`config.mk`:
```
export PLATFORM = sky130hd
export DESIGN_NAME = regfile_scoreboard
export DESIGN_NICKNAME = d
export VERILOG_FILES = /design/src/rtl/regfile_scoreboard.sv
export SDC_FILE = /design/constraint.sdc
export NUM_CORES = 2
export LEC_CHECK = 0
export ABC_CLOCK_PERIOD_IN_PS = 72200
export CORE_MARGIN = 2
export CORE_UTILIZATION = 50
export DETAILED_ROUTE_END_ITERATION = 16
export GPL_TIMING_DRIVEN = 1
export PLACE_DENSITY_LB_ADDON = 0.12
export SLEW_MARGIN = 10
export SYNTH_ARGS = -nofsm -noshare
export SYNTH_HDL_FRONTEND = slang
export SYNTH_SLANG_ARGS = --single-unit
```
`constraint.sdc`:
```
create_clock -name clock -period 72.2 [get_ports clock]
set_input_delay 14.44 -clock clock [delete_from_list [all_inputs] [get_ports clock]]
set_output_delay 14.44 -clock clock [all_outputs]
set_load 0.05 [all_outputs]
```
`src/rtl/regfile_scoreboard.sv`:
```
`default_nettype none
// ============================================================================
// Module   : regfile_scoreboard
// Purpose  : Register file with write bypass, zero and external-input
//            registers, and a per-register busy scoreboard for RAW hazards.
// Revision : 1.0  initial release
// ============================================================================
module regfile_scoreboard #(
  parameter int DATA_W    = 32,
  parameter int ADDR_W    = 5,
  parameter int EXT_IDX   = 29,
  parameter int EXT_W     = 8,
  parameter int BYPASS    = 1,
  parameter int PROBE_IDX = 1
) (
  input  logic              clock,
  input  logic              ctrl_reset,
  input  logic              ctrl_writeEnable,
  input  logic [ADDR_W-1:0] ctrl_writeReg,
  input  logic [DATA_W-1:0] data_writeReg,
  input  logic [ADDR_W-1:0] ctrl_readRegA,
  input  logic [ADDR_W-1:0] ctrl_readRegB,
  output logic [DATA_W-1:0] data_readRegA,
  output logic [DATA_W-1:0] data_readRegB,
  input  logic              ctrl_issueEnable,
  input  logic [ADDR_W-1:0] ctrl_issueReg,
  input  logic [EXT_W-1:0]  ext_data,
  output logic              busy_A,
  output logic              busy_B,
  output logic              ctrl_hazard,
  output logic [ADDR_W:0]   pending_count,
  output logic [DATA_W-1:0] probe
);

  localparam int                C_DEPTH     = 2 ** ADDR_W;
  localparam logic [ADDR_W-1:0] C_EXT_IDX   = ADDR_W'(EXT_IDX);
  localparam logic [ADDR_W-1:0] C_PROBE_IDX = ADDR_W'(PROBE_IDX);

  logic [DATA_W-1:0]  r_regs [C_DEPTH];
  logic [C_DEPTH-1:0] r_busy;
  logic [ADDR_W:0]    r_count;

  logic w_wr_en;
  logic w_iss_en;
  logic w_set;
  logic w_clr;

  function automatic logic is_prot(input logic [ADDR_W-1:0] idx);
    return (idx == '0) || (idx == C_EXT_IDX);
  endfunction

  function automatic logic [DATA_W-1:0] rd_data(input logic [ADDR_W-1:0] idx);
    if (idx == '0)
      return '0;
    else if (idx == C_EXT_IDX)
      return DATA_W'(ext_data);
    else if ((BYPASS != 0) && w_wr_en && (ctrl_writeReg == idx))
      return data_writeReg;
    else
      return r_regs[idx];
  endfunction

  // A forwarded value is valid unless a new op re-claims the same register.
  function automatic logic rd_busy(input logic [ADDR_W-1:0] idx);
    if (is_prot(idx))
      return 1'b0;
    else if ((BYPASS != 0) && w_wr_en && (ctrl_writeReg == idx) &&
             !(w_iss_en && (ctrl_issueReg == idx)))
      return 1'b0;
    else
      return r_busy[idx];
  endfunction

  always_comb begin
    w_wr_en  = ctrl_writeEnable && !is_prot(ctrl_writeReg);
    w_iss_en = ctrl_issueEnable && !is_prot(ctrl_issueReg);
    w_set    = w_iss_en && !r_busy[ctrl_issueReg];
    w_clr    = w_wr_en && r_busy[ctrl_writeReg] &&
               !(w_iss_en && (ctrl_issueReg == ctrl_writeReg));
  end

  always_comb begin
    data_readRegA = rd_data(ctrl_readRegA);
    data_readRegB = rd_data(ctrl_readRegB);
    busy_A        = rd_busy(ctrl_readRegA);
    busy_B        = rd_busy(ctrl_readRegB);
    ctrl_hazard   = busy_A | busy_B;
    pending_count = r_count;
    probe         = r_regs[C_PROBE_IDX];
  end

  // Issue is applied after writeback so a same-register issue keeps it busy.
  always_ff @(posedge clock or posedge ctrl_reset) begin
    if (ctrl_reset) begin
      for (int i = 0; i < C_DEPTH; i++) begin
        r_regs[i] <= '0;
      end
      r_busy  <= '0;
      r_count <= '0;
    end else begin
      if (w_wr_en) begin
        r_regs[ctrl_writeReg] <= data_writeReg;
        r_busy[ctrl_writeReg] <= 1'b0;
      end
      if (w_iss_en) begin
        r_busy[ctrl_issueReg] <= 1'b1;
      end
      r_count <= r_count + {{ADDR_W{1'b0}}, w_set} - {{ADDR_W{1'b0}}, w_clr};
    end
  end

endmodule
`default_nettype wire

```
==> out/metrics.yaml <==
status: "finished, final reports clean"
synthCells: 3889
synth_edf_count: 0
cts_buffers: 118
die_h_um: 345.4
fmax_mhz: 28.85
cts.reportedPaths.clkPinSlew_ps: 60
arrival_ps: 20230
slew_headroom: 0.1730
p_per_area_mw_per_mm2: 29.39
final_cells: 5386
fin_hold_ws_ps: 392.4
async_reset_ff_frac: 1.000
grt_usage: 0.3014
vias_per_cell: 6.760
gp_congestion: 0.8391
worst_clock_skew_ps: 5.548
fin_crit_sh: 0.4802
slew_violations: 0
diodes: 0
root_buffer: "clkbuf_16"
synth_seq_cells: 1062
drc: 0
cts_resized: 0
syn_nets: 3960
num-nets-final: 3835
holdBufCountCts: 0
dp.cells: 5168
drtPass1Iterations: 7
tns_ps: 0
vias: 36411
min_path_type: "flop to flop"
wl_mm: 178.7
clkPwrFrac: 0.344
post-route-min-period_ps: 34670
setup_viol: 0
hold_violations: 0
clk_latency_ps: 700
syn_to_final_growth_pct: 10.57
cts_setup_buffers: 0
intPower_mw: 1.350
ios: 169
endpoint_kind: "output port"
synth.cell_area_mm2: 0.05829
path_class: "primary input to output port"
rsz0062_at_grt: "false"
power.share.switching: 0.2872
ys.flop_type: "dfrtp_1"
clk_path_buf_depth: 3
grt_pass1_wl_mm: 265.3
cts.sinks: 1062
h-tree-depth: 3
die-area_mm2: 0.1193
start_kind: "primary input"
maxCapViolCount: 0
num_rows: 125
grt_start_max_net_pins: 184
combPwrFrac: 0.237
syn-mean-instance-area_um2: 14.99
ir_drop_uv: 20.59
power_frac_seq: 0.419
synth.distinct_cells: 58
worstPathMaxFanout: 85
p_sw_mw: 0.5440
grt_overflow: 0
tightest_slew_ps: 1237
drt_iter0_drc: 3565
cp.required_ps: 57760
leakage_nw: 27.38
ant_nets: 0
ys_warn_count: 0
port_buffers: 168
start_util: 0.5030
final_layout_size_suffix_gt1_frac: 0.4552
grt_pass1_vias: 38678
hpwl_mm: 97.36
cts_tree: "done"
wl_per_cell_um: 33.19
seq_area_frac_synth: 0.4559
antenna_found_initial: 1
die_w_um: 345.4
core_area_mm2: 0.1159
[through the flow]
step / total power, mW / setup slack (ps) / area (um2) / util
CTS: 1.904 / 37570 / 64450 / 0.5562
finish: 1.894 / 37530 / 64450 / 0.5562
detailed placement: 1.250 / 37550 / 60280 / 0.5201
floorplan: 1.128 / 27870 / 58290 / -
global placement: 1.225 / 37630 / 60280 / 0.5201
global route: 1.972 / 37310 / 64450 / 0.5562
[cell type report]
class	instances	area, um2
sequential	1062	26580
clock inverter	52	852.1
multi-input combinational	2317	29370
inverter	13	56.30
timing repair buffer	252	2372
tap	1524	1907
fill	9094	51440
clock buffer	166	3324
[power by group through the flow]
stage | Sequential, mW | Clock, mW | Combinational, mW
floorplan | 0.778 | 0 | 0.350
global placement | 0.788 | 0 | 0.437
detailed placement | 0.801 | 0 | 0.449
CTS | 0.790 | 0.663 | 0.451
global route | 0.807 | 0.689 | 0.476
finish | 0.794 | 0.652 | 0.448
[metal layers]
layer / routed length [um] / share of wire / GRT usage / vias up
met4: 7545 / 0.042 / 0.1223 / 2
met3: 13380 / 0.075 / 0.06239 / 391
met5: 13 / 0.000073 / 0 / -
met2: 86600 / 0.48 / 0.4874 / 1504
met1: 71210 / 0.40 / 0.4004 / 19826
li1: - / - / - / 14688
[registers in the layout, summed over array words and instances, names as in the netlist]
name / cells
r_regs: 992
probe: 32
r_busy: 32
pending_count: 6
[synthesized netlist by cell type (3+ instances only)]
library cell | n | area share
nand3_1 | 16 | 0.0014
a22o_1 | 14 | 0.0021
o21ai_0 | 79 | 0.0068
ha_1 | 6 | 0.0013
nand4b_1 | 5 | 0.00075
a22oi_1 | 12 | 0.0015
nand2_1 | 127 | 0.0082
nor3_1 | 29 | 0.0025
and2_1 | 6 | 0.00064
o22ai_1 | 19 | 0.0020
a21o_1 | 4 | 0.00052
xor2_1 | 22 | 0.0033
xnor2_1 | 8 | 0.0012
buf_6 | 23 | 0.0044
a31oi_1 | 3 | 0.00032
o211ai_1 | 7 | 0.00090
mux2_1 | 129 | 0.025
o21bai_1 | 17 | 0.0022
mux4_2 | 597 | 0.23
buf_1 | 13 | 0.00084
a211o_1 | 3 | 0.00045
nand2b_1 | 11 | 0.0012
a21oi_1 | 36 | 0.0031
or2_2 | 4 | 0.00043
nand4_1 | 7 | 0.00075
a211oi_1 | 11 | 0.0014
clkbuf_1 | 249 | 0.016
dfrtp_1 | 1062 | 0.46
or3_1 | 5 | 0.00054
a221oi_1 | 6 | 0.00090
buf_4 | 66 | 0.0085
a32o_1 | 3 | 0.00052
o21ai_1 | 54 | 0.0046
nor2_1 | 40 | 0.0026
mux2_2 | 839 | 0.16
or2_1 | 3 | 0.00032
inv_1 | 13 | 0.00084
a311oi_1 | 3 | 0.00045
nor2b_1 | 32 | 0.0034
buf_2 | 146 | 0.013
o221ai_1 | 17 | 0.0026
mux2i_1 | 123 | 0.021
[cell usage in the layout, fill, tap and decap left out, types with 10 or more instances in the layout]
master | synthesis | layout
dfrtp_1 | 1062 | 1062
mux2_2 | 839 | 839
mux4_2 | 597 | 597
clkdlybuf4s50_1 | 0 | 158
mux2_1 | 129 | 129
mux2i_1 | 123 | 123
clkbuf_16 | 0 | 119
nand2_1 | 127 | 114
buf_4 | 66 | 83
o21ai_0 | 79 | 79
o21ai_1 | 54 | 53
a21oi_1 | 36 | 36
nor2b_1 | 32 | 32
nor2_1 | 40 | 30
clkbuf_1 | 249 | 30
nor3_1 | 29 | 29
xor2_1 | 22 | 22
bufinv_16 | 0 | 22
clkinv_2 | 0 | 21
o22ai_1 | 19 | 19
o21bai_1 | 17 | 17
o221ai_1 | 17 | 17
clkbuf_8 | 0 | 17
a22o_1 | 14 | 14
nand2_2 | 0 | 13
inv_1 | 13 | 12
nand3_1 | 16 | 12
a22oi_1 | 12 | 12
nand2b_1 | 11 | 11
a211oi_1 | 11 | 11
nor2_4 | 0 | 10
[cells by family after synthesis]
logic type,synth area share
simple gates,0.02413
fa+ha+maj,0.001631
mux,0.4388
compound gates,0.03187
buf+inv,0.04319
xor+xnor,0.004507
flops,0.4559
[path summary, 6_finish.rpt]
kind                                   from  slack, ps  cells past startpoint                 to
min                            r_regs[1003]        390                      0       r_regs[1003]
max reg2reg                      r_busy[15]      68910                     12   pending_count[4]
max in group asynchronous        ctrl_reset      54710                      5        r_regs[205]
min reg2reg                    r_regs[1003]        390                      0       r_regs[1003]
max                        ctrl_readRegA[1]      37530                     10  data_readRegA[22]
min in group asynchronous        ctrl_reset      14270                      2        r_regs[834]
[worst max-delay path, stage by stage]
cell,delay [ps]
buf_8,610
buf_4,970
buf_4,1030
buf_4,850
mux4_2,360
mux2i_1,70
o22ai_1,170
nor3_1,70
nor3_1,620
clkdlybuf4s50_1,940
Power figures use the tool's default switching activity.
